===== src/rtl/stopwatch_ctrl.sv =====
// MM:SS BCD stopwatch sequencer: button synchronizers, 1 Hz prescaler, run FSM and digit cascade.
// Optional lap-hold display feature is compiled in when LAP_EN is defined.
//
// state | meaning
// IDLE  | stopped at 00:00, prescaler cleared
// RUN   | prescaler counting, digits advance on each tick
// PAUSE | prescaler and digits frozen, fractional second kept
module stopwatch_ctrl #(
    parameter int TICK_DIV = 50_000_000,
    parameter int SYNC_STG = 2
) (
    input  logic       clk,
    input  logic       rst,
    input  logic       key_ss_n,
    input  logic       key_clr_n,
    input  logic       key_lap_n,
    output logic [3:0] sec_ones,
    output logic [3:0] sec_tens,
    output logic [3:0] min_ones,
    output logic [3:0] min_tens,
    output logic       running,
    output logic       wrap
);
    localparam int CW = $clog2(TICK_DIV);

    typedef enum logic [1:0] {IDLE, RUN, PAUSE} state_e;

    state_e              state_q;
    logic [CW-1:0]       cnt_q;
    logic [3:0]          s1_q, s10_q, m1_q, m10_q;
    logic                running_q, wrap_q;
    logic [SYNC_STG-1:0] ss_sync_q, clr_sync_q;
    logic                ss_prev_q, clr_prev_q;
    logic                ss_press, clr_press;
    logic                tick, c_s1, c_s10, c_m1, c_m10;

    // Released buttons read high, so the synchronizers reset to 1 to avoid a false press.
    always_ff @(posedge clk or negedge rst) begin
        if (!rst) begin
            ss_sync_q  <= '1;
            clr_sync_q <= '1;
            ss_prev_q  <= 1'b1;
            clr_prev_q <= 1'b1;
        end else begin
            ss_sync_q  <= {ss_sync_q[SYNC_STG-2:0], key_ss_n};
            clr_sync_q <= {clr_sync_q[SYNC_STG-2:0], key_clr_n};
            ss_prev_q  <= ss_sync_q[SYNC_STG-1];
            clr_prev_q <= clr_sync_q[SYNC_STG-1];
        end
    end

    assign ss_press  = ss_prev_q & ~ss_sync_q[SYNC_STG-1];
    assign clr_press = clr_prev_q & ~clr_sync_q[SYNC_STG-1];

    assign tick  = (state_q == RUN) && (cnt_q == CW'(TICK_DIV - 1));
    assign c_s1  = (s1_q == 4'd9);
    assign c_s10 = c_s1 && (s10_q == 4'd5);
    assign c_m1  = c_s10 && (m1_q == 4'd9);
    assign c_m10 = c_m1 && (m10_q == 4'd5);

    always_ff @(posedge clk or negedge rst) begin
        if (!rst) begin
            state_q   <= IDLE;
            cnt_q     <= '0;
            s1_q      <= '0;
            s10_q     <= '0;
            m1_q      <= '0;
            m10_q     <= '0;
            running_q <= 1'b0;
            wrap_q    <= 1'b0;
        end else begin
            wrap_q <= 1'b0;
            case (state_q)
                IDLE: begin
                    if (ss_press) begin
                        state_q   <= RUN;
                        running_q <= 1'b1;
                        cnt_q     <= '0;
                    end
                end
                RUN: begin
                    cnt_q <= tick ? '0 : cnt_q + CW'(1);
                    if (tick) begin
                        s1_q <= c_s1 ? 4'd0 : s1_q + 4'd1;
                        if (c_s1)  s10_q <= c_s10 ? 4'd0 : s10_q + 4'd1;
                        if (c_s10) m1_q  <= c_m1  ? 4'd0 : m1_q + 4'd1;
                        if (c_m1)  m10_q <= c_m10 ? 4'd0 : m10_q + 4'd1;
                        wrap_q <= c_m10;
                    end
                    if (ss_press) begin
                        state_q   <= PAUSE;
                        running_q <= 1'b0;
                    end
                end
                PAUSE: begin
                    if (clr_press) begin
                        state_q <= IDLE;
                        cnt_q   <= '0;
                        s1_q    <= '0;
                        s10_q   <= '0;
                        m1_q    <= '0;
                        m10_q   <= '0;
                    end else if (ss_press) begin
                        state_q   <= RUN;
                        running_q <= 1'b1;
                    end
                end
                default: begin
                    state_q   <= IDLE;
                    running_q <= 1'b0;
                end
            endcase
        end
    end

    assign running = running_q;
    assign wrap    = wrap_q;

`ifdef LAP_EN
    logic [SYNC_STG-1:0] lap_sync_q;
    logic                lap_prev_q, lap_q, lap_press;
    logic [15:0]         snap_q;

    assign lap_press = lap_prev_q & ~lap_sync_q[SYNC_STG-1];

    // Leaving RUN (ss press) drops the latch on the same edge as the state change.
    always_ff @(posedge clk or negedge rst) begin
        if (!rst) begin
            lap_sync_q <= '1;
            lap_prev_q <= 1'b1;
            lap_q      <= 1'b0;
            snap_q     <= '0;
        end else begin
            lap_sync_q <= {lap_sync_q[SYNC_STG-2:0], key_lap_n};
            lap_prev_q <= lap_sync_q[SYNC_STG-1];
            if (state_q != RUN || ss_press) begin
                lap_q <= 1'b0;
            end else if (lap_press) begin
                lap_q <= ~lap_q;
                if (!lap_q) snap_q <= {m10_q, m1_q, s10_q, s1_q};
            end
        end
    end

    assign sec_ones = lap_q ? snap_q[3:0]   : s1_q;
    assign sec_tens = lap_q ? snap_q[7:4]   : s10_q;
    assign min_ones = lap_q ? snap_q[11:8]  : m1_q;
    assign min_tens = lap_q ? snap_q[15:12] : m10_q;
`else
    logic unused_lap;
    assign unused_lap = key_lap_n;

    assign sec_ones = s1_q;
    assign sec_tens = s10_q;
    assign min_ones = m1_q;
    assign min_tens = m10_q;
`endif

endmodule


===== config.mk =====
export PLATFORM = sky130hd
export DESIGN_NAME = stopwatch_ctrl
export DESIGN_NICKNAME = d
export VERILOG_FILES = /design/src/rtl/stopwatch_ctrl.sv
export SDC_FILE = /design/constraint.sdc
export NUM_CORES = 1
export LEC_CHECK = 0
export ABC_AREA = 1
export ABC_CLOCK_PERIOD_IN_PS = 3900
export CAP_MARGIN = 15
export CORE_MARGIN = 5
export CORE_UTILIZATION = 58
export CTS_BUF_LIST = sky130_fd_sc_hd__clkbuf_2 sky130_fd_sc_hd__clkbuf_4 sky130_fd_sc_hd__clkbuf_8
export DETAILED_ROUTE_END_ITERATION = 8
export GPL_TIMING_DRIVEN = 0
export HOLD_SLACK_MARGIN = 0.05
export PLACE_DENSITY = 0.77
export SLEW_MARGIN = 0
export SYNTH_ARGS = -nofsm -noshare
export SYNTH_HDL_FRONTEND = slang
export SYNTH_SLANG_ARGS = --single-unit

===== constraint.sdc =====
create_clock -name clk -period 3.9 [get_ports clk]
set_input_delay 0.78 -clock clk [delete_from_list [all_inputs] [get_ports clk]]
set_output_delay 0.78 -clock clk [all_outputs]
set_load 0.01 [all_outputs]

=== Yosys cells after proc, flatten, opt, wreduce, memory -nomap -nowiden ===
Cells that the tools add are included.

* Logic and storage cells: 79
* Flip-flop bits (word level): 52
* Input port bits: 5
* Output and inout port bits: 18

* Reduce and logical (&&, ||, !) cells: 13
* Add/subtract/negate cells: 5
* Equal/unequal tests: 15
* Bitwise gates (word level): 4
* Multiplexer cells: 30

{| class="wikitable"
|+ Operator list
! cell !! count
|-
| $mux W26 || 3
|-
| $pmux W26 S3 || 1
|-
| $mux W4 || 12
|-
| $pmux W4 S2 || 4
|-
| $add A26 B1 Y26 const B || 1
|-
| $eq A26 B26 Y1 const B || 1
|-
| $add A4 B1 Y4 const B || 4
|-
| $ne A2 B2 Y1 const B || 8
|-
| $reduce_and A4 Y1 || 3
|-
| $eq A4 B3 Y1 const B || 2
|-
| $eq A4 B4 Y1 const B || 2
|-
| $mux W2 || 3
|-
| $pmux W2 S3 || 1
|-
| $reduce_and A3 Y1 || 2
|-
| $mux W1 || 5
|-
| $logic_and A1 B1 Y1 || 4
|-
| $pmux W1 S3 || 1
|-
| $reduce_bool A3 Y1 || 1
|-
| $and A1 B1 Y1 || 2
|-
| $eq A2 B1 Y1 const B || 1
|-
| $eq A2 B2 Y1 const B || 1
|-
| $logic_not A2 Y1 || 1
|-
| $not A1 Y1 || 2
|-
| $reduce_and A2 Y1 || 1
|-
| $reduce_bool A2 Y1 || 1
|}

=== Logic depth before layout (Yosys ltp) ===
Gate-level depths: netlist of run 1.

* Word-level depth: 8
* Depth in mapped cells: 11
* Mapped depth without buffers: 11

=== Worst setup path before layout of run 1 ===
No wires, ideal clock.

* Kind: reg-to-reg
* Start: reg cnt_q[0]
* End: reg cnt_q[24]
* Data required time: 3779 ps
* Buffers on the path: 1
* Path slack: 2301 ps
* Library setup time: 121 ps
* Arrival time: 1478 ps
* Clock period less this slack: 1599 ps
* Cell stages (with the launch flop): 12
* Path through: dfrtp_1 ha_1 inv_1 nor2_2 nand2_1 nor2_2 nand3_1 nand2_2 nand2_2 buf_6 nand2_1 nor2_1

* Word-level cells in the longest chain between the ends: 4
* Elaborated cells between the ends (all ways): 5
* Those cells by class: add/sub (1); eq/ne (1); mux (2); reduce/logical (1)

{| class="wikitable"
|+ Ends and longest elaborated chain
! element !! line !! text
|-
| start, declared || 29 || <nowiki>logic [CW-1:0] cnt_q;</nowiki>
|-
| start signal, assigned || 82 || <nowiki>cnt_q <= tick ? '0 : cnt_q + CW'(1);</nowiki>
|-
| parallel branches: the longest is 2 deep, another holds $add A26 B1 Y26 || -- ||
|-
| $mux W26 (*) || 82 ||
|-
| $pmux W26 S3 (*) || 73 || <nowiki>case (state_q)</nowiki>
|}

Mark *: on every way between the ends.
A chain may end at the register's enable or synchronous reset.

=== Worst setup path in the final report of run 1 ===
* Start: reg m1_q[0] (netlist: min_ones[0])
* End: out min_ones[0]

{| class="wikitable"
|+ RTL lines
! element !! line !! text
|-
| start, declared || 30 || <nowiki>logic [3:0] s1_q, s10_q, m1_q, m10_q;</nowiki>
|-
| start signal, assigned || 86 || <nowiki>if (c_s10) m1_q <= c_m1 ? 4'd0 : m1_q + 4'd1;</nowiki>
|-
| end, declared || 19 || <nowiki>output logic [3:0] min_ones,</nowiki>
|}

No word-level cell between the ends.

==> results.cfg, run 1 <==
[place]
hpwlAfterDp_um = 4890
place_congestion = 0.947
portBuffers = 21

[worst_hold_path]
holdCritStartpoint = ss_sync_q[0]$_DFF_PN1_
min_path_type = flop to flop
hold_path_depth = 0
holdPathEnd = ss_sync_q[1]$_DFF_PN1_

[detailed_routing]
wl_per_cell_um = 12.6
via_per_inst = 5.18
drt_iter0_drc = 131
drc = 0
dr.pass1.iters = 4
drt-total-wl_um = 6540
via_count = 2693
drtAntennaViolNets = 0

[synthesis]
ys_ff_latch = 52
avgSynthCellArea_um2 = 7.31
syn_area_um2 = 3070
yosysSeqAreaShare = 0.426
synthCells = 420
syn-num-nets = 434
yosysWarnings = 0
synth.distinct_cells = 26

[clocking]
clock_path_buffers = 2
cts_sinks = 52
numCtsBuffers = 5
hold_buffers = 0
ctsResizeCount = 0
post-cts-setup-buffer-count = 0
path_clk_slew_ns = 0.10
cts_tree = done
clock_latency_ns = 0.32
cts_htree_levels = 2
root_buffer = clkbuf_8

[critical_path]
r2r-end = cnt_q[16]$_DFFE_PN0P_
worstReg2RegStart = cnt_q[0]$_DFFE_PN0P_
r2r_cells = 10
crit_slowest_cell = clkdlybuf4s50_1
required_ns = 3.12
critPathCaptureType = output pin
path_cells = clkdlybuf4s50_1
arrival_ns = 1.38
ff2ff_setup_slack_ns = 1.92
cp_top_family = buffers and inverters
path_buf_inv = 1
worstPathMaxFanout = 7
max_stage_delay_ns = 0.58
crit_type = flop to output pin
start_kind = flop

[timing]
finalClockSkew_ns = 0.00904
fmax_mhz = 463
relSlewSlack = 0.685
drv_slew = 0
tns_ns = 0
fin_crit_sh = 0.553
finalSetupViolCount = 0
worstMarginPinSlew_ns = 0.472
hold_viol = 0
rsz0062_at_grt = no
period_minus_slack_ns = 2.16
hold_slack_ns = 0.361

[grt]
grt_start_max_net_pins = 34
grt_pass1_wl_um = 11700
grt_usage = 0.223
grt_pass1_vias = 2617
antenna_found_initial = 0
grt_overflow = 0

[power_and_ir_drop]
p_per_area_nw_per_um2 = 533
p_leak_nw = 1.69
irDropWorstVdd_mv = 0.362

[final_layout]
drive_gt1_frac = 0.0778
area_growth_pct = 13.2
final-seq-area_um2 = 1310
nNetsFinal = 463
multiInputGateArea_um2 = 1510
diodes = 0
fillCellCount = 455

[floorplan]
rows = 26
start_util = 0.597
core_um2 = 5140
die-height_um = 82.8
io_pins = 23
die-area_um2 = 6850
die_w_um = 82.8

[flow_run]
cap_violations = 0

[run_status]
status = completed
kinds of logic (layout without fill, tap and decap cells):
group | count (synthesis) | after routing | synth area share
flops | 52 | 52 | 0.426
fa+ha+maj | 9 | 9 | 0.0367
xor+xnor | 16 | 16 | 0.0456
simple gates | 261 | 261 | 0.369
compound gates | 21 | 21 | 0.0403
buf+inv | 61 | 91 | 0.0819
cell usage after synthesis:
library cell	count	area [µm²]
nor2_2	4	25.0
nand3_4	1	17.5
dfstp_2	6	158
buf_6	3	33.8
dfrtp_1	46	1150
ha_1	9	113
clkbuf_1	1	3.75
nand2_1	115	432
nor3_1	4	20.0
o21ai_0	11	55.1
nor2_1	71	267
a21oi_1	5	25.0
nand3_1	39	195
xnor2_1	3	26.3
nand3_2	1	10.0
inv_1	54	203
nand2_2	5	31.3
nor2_4	1	11.3
xor2_1	13	114
inv_2	3	11.3
a31oi_1	1	6.26
o211ai_1	1	7.51
o21ai_4	1	16.3
nand4_1	20	125
o22ai_1	1	6.26
o21bai_1	1	7.51
sequential cells by signal, summed over array words and instances (netlist names):
register    count
sec_ones        4
ss_sync_q       2
clr_sync_q      2
wrap            1
min_tens        4
ss_prev_q       1
clr_prev_q      1
sec_tens        4
min_ones        4
cnt_q          26
state_q         2
running         1
per-layer routing:
metal / routed length (µm) / track usage / part of all wire
met1: 3090 / 0.293 / 0.47
met2: 3150 / 0.368 / 0.48
met3: 199 / 0.0369 / 0.030
met4: 97 / 0.0833 / 0.015
met5: 0 / 0 / 0
where the power goes:
group | internal [W] | switching (W) | total [W]
Sequential | 0.000636 | 0.000130 | 0.000766
Combinational | 0.000323 | 0.000446 | 0.000769
Clock | 0.000127 | 0.000189 | 0.000317
Total | 0.00109 | 0.000765 | 0.00185
how the worst max path moves through the flow:
stage                            startpoint                 endpoint  cells after the start
detailed placement     cnt_q[0]$_DFFE_PN0P_    cnt_q[16]$_DFFE_PN0P_                     10
finish              min_ones[0]$_DFFE_PN0P_              min_ones[0]                      1
floorplan              cnt_q[0]$_DFFE_PN0P_    cnt_q[24]$_DFFE_PN0P_                     11
global placement                        rst  min_ones[3]$_DFFE_PN0P_                      1
CTS                 sec_ones[0]$_DFFE_PN0P_              sec_ones[0]                      1
global route        sec_ones[0]$_DFFE_PN0P_              sec_ones[0]                      1
layout make-up:
type / instances / area share
buffer: 4 / 0.0108
clock buffer: 5 / 0.0198
clock inverter: 3 / 0.00684
inverter: 57 / 0.0616
multi-input combinational: 307 / 0.434
sequential: 52 / 0.377
tap: 70 / 0.0252
timing repair buffer: 22 / 0.0648
layout by cell type (no fill, tap or decap), types with 5 or more instances in the layout:
cell,n
nor2_1,71
dfrtp_1,46
nand2_1,115
nand4_1,20
inv_1,54
a21oi_1,5
dfstp_2,6
nand2_2,5
nand3_1,39
clkdlybuf4s50_1,20
xor2_1,13
clkbuf_8,5
ha_1,9
o21ai_0,11
through the flow:
step	utilization	power [W]	instance area (µm²)	setup slack, ns	std cells
after floorplan	-	0.00125	3070	2.30	420
after global placement	0.655	0.00152	3370	0.504	511
after detailed placement	0.658	0.00155	3380	1.90	512
after CTS	0.676	0.00187	3480	1.72	520
after global routing	0.676	0.00201	3480	1.67	520
final	0.676	0.00185	3480	1.74	520
Power figures use the tool's default switching activity.
==> run 2: changes to the inputs <==
Settings changed: ABC_CLOCK_PERIOD_IN_PS 3900 to 2100.
Clock period 3.9 ns to 2.1 ns, I/O delays scaled along.
==> run 2 against run 1 <==
Effect of this change:
- register-to-register slack worse by 1.7 ns
- power up 86%
- largest power group unchanged
- critical endpoint is now min_tens[0]$_DFFE_PN0P_
- clock skew down 0.00072 ns
- design area up 0.18%
- first-iteration DRC count up 16%
- combinational power up 87%
- global-route usage unchanged
- critical path depth up 7
- critical path type is now flop to flop
==> results.cfg, run 2 (synthesized netlist as in run 1, its figures left out) <==
[clocking]
path_clk_slew_ns = 0.10
cts_sinks = 52
numCtsBuffers = 5
hold_buffers = 0
clock_path_buffers = 2
root_buffer = clkbuf_8
cts_tree = done
clock_latency_ns = 0.32
cts_htree_levels = 2

[final_layout]
largest-register = cnt_q
diodes = 0
mostFrequentLayoutCell = nand2_1
stdcell_count = 520
drive_gt1_frac = 0.0822
area_growth_pct = 13.4
largest_reg_flops = 26
nNetsFinal = 463
fillCellCount = 454
layout_common_cells = 115 x nand2_1, 70 x nor2_1, 53 x inv_1

[detailed_routing]
drc = 0
drt_iter0_drc = 152
drtAntennaViolNets = 0
drt-total-wl_um = 6550
via_per_inst = 5.17
wl_per_cell_um = 12.6
dr.pass1.iters = 5
via_count = 2688

[place]
dp.cells = 512
place_congestion = 0.947
hpwlAfterDp_um = 4890
portBuffers = 21

[grt]
antenna_found_initial = 0
grt_pass1_vias = 2617
grt_pass1_wl_um = 11700
grt_usage = 0.223
grt_start_max_net_pins = 34
grt_overflow = 0

[floorplan]
die-area_um2 = 6850
rows = 26
start_util = 0.597
die_w_um = 82.8
core_um2 = 5140
io_pins = 23
die-height_um = 82.8

[timing]
tns_ns = 0
finalClockSkew_ns = 0.00833
hold_viol = 0
relSlewSlack = 0.687
fin_crit_sh = 0.899
period_minus_slack_ns = 1.89
fmax_mhz = 529
worstMarginPinSlew_ns = 0.470
rsz0062_at_grt = no
finalSetupViolCount = 0
drv_slew = 0

[critical_path]
max_stage_delay_ns = 0.48
arrival_ns = 2.10
critPathCaptureType = flop
worstPathMaxFanout = 6
crit_type = flop to flop
crit_slowest_cell = dfrtp_1
required_ns = 2.31
start_kind = flop
path_cells = ha_1, nand3_1, nor2_2, nand3_1, nand2_1, nand3_1, nand2_1, nand2_1

[run_status]
status = completed

[power_and_ir_drop]
p_leak_nw = 1.68
irDropWorstVdd_mv = 0.674
p_per_area_nw_per_um2 = 991

[worst_hold_path]
min_path_type = input port to async pin

[flow_run]
cap_violations = 0
-- run 2: cell types whose count changed in the layout (fill, tap and decap cells not counted) --
| cell | delta |
|---|---|
| nor2_1 | -1 |
| inv_1 | -1 |
| clkinvlp_4 | +1 |
| nor2_2 | +1 |
-- run 2: area by class of cell --
type / count / area [µm²] / area share
flip-flops and latches: 52 / 1310 / 0.376
repair buffers: 22 / 225 / 0.0647
clock buffers: 5 / 68.8 / 0.0198
inverters: 57 / 218 / 0.0625
multi-input cells: 307 / 1510 / 0.434
clock inverters: 3 / 23.8 / 0.00683
well taps: 70 / 87.6 / 0.0252
plain buffers: 4 / 37.5 / 0.0108
-- run 2: metrics by stage --
step                      utilization  setup slack [ns]  total power (W)  instance area, µm²  hold WS (ns)
after global routing            0.677            0.0276          0.00375                3480        0.0806
after detailed placement        0.658            0.0954          0.00287                3380         0.349
after floorplan                     -             0.501          0.00232                3070         0.124
final                           0.677             0.211          0.00345                3480        0.0385
after CTS                       0.676            0.0858          0.00348                3480        0.0515
after global placement          0.655            -0.936          0.00283                3370         0.346
-- run 2: repair_timing --
| item | 4_1_cts | 5_1_grt |
|---|---|---|
| resized for setup | 0 | 2 |
| endpoints found under the setup margin | 0 | 12 |
| buffers inserted | 0 | 0 |
| endpoints found under the hold margin | 0 | 0 |
-- run 2: routing by layer --
metal | vias up | share of wire | GRT usage
met5 | - | 0 | 0
met4 | 0 | 0.014 | 0.0833
met3 | 9 | 0.030 | 0.0369
met2 | 42 | 0.48 | 0.368
met1 | 1248 | 0.47 | 0.293
li1 | 1389 | - | -
-- run 2: final timing paths --
check | from | to | slack, ns | depth (start not counted)
setup reg to reg | sec_ones[0]$_DFFE_PN0P_ | min_tens[0]$_DFFE_PN0P_ | 0.21 | 8
setup / recovery | sec_ones[0]$_DFFE_PN0P_ | min_tens[0]$_DFFE_PN0P_ | 0.21 | 8
min in group clk | ss_sync_q[0]$_DFF_PN1_ | ss_sync_q[1]$_DFF_PN1_ | 0.36 | 0
hold reg to reg | ss_sync_q[0]$_DFF_PN1_ | ss_sync_q[1]$_DFF_PN1_ | 0.36 | 0
max in group asynchronous | rst | clr_prev_q$_DFF_PN1_ | 1.46 | 2
hold / removal | rst | cnt_q[23]$_DFFE_PN0P_ | 0.04 | 1
-- run 2: power breakdown --
group | total, W | switching (W) | internal, W
Sequential | 0.00142 | 0.000242 | 0.00118
Clock | 0.000590 | 0.000353 | 0.000237
Combinational | 0.00144 | 0.000836 | 0.000603
-- run 2: worst max-delay path, delay by kind of cell (launching register included) --
family | cells | cell delay, ns
and+or+nand+nor | 7 | 1.10
DFF | 1 | 0.48
adders and majority gates | 1 | 0.20
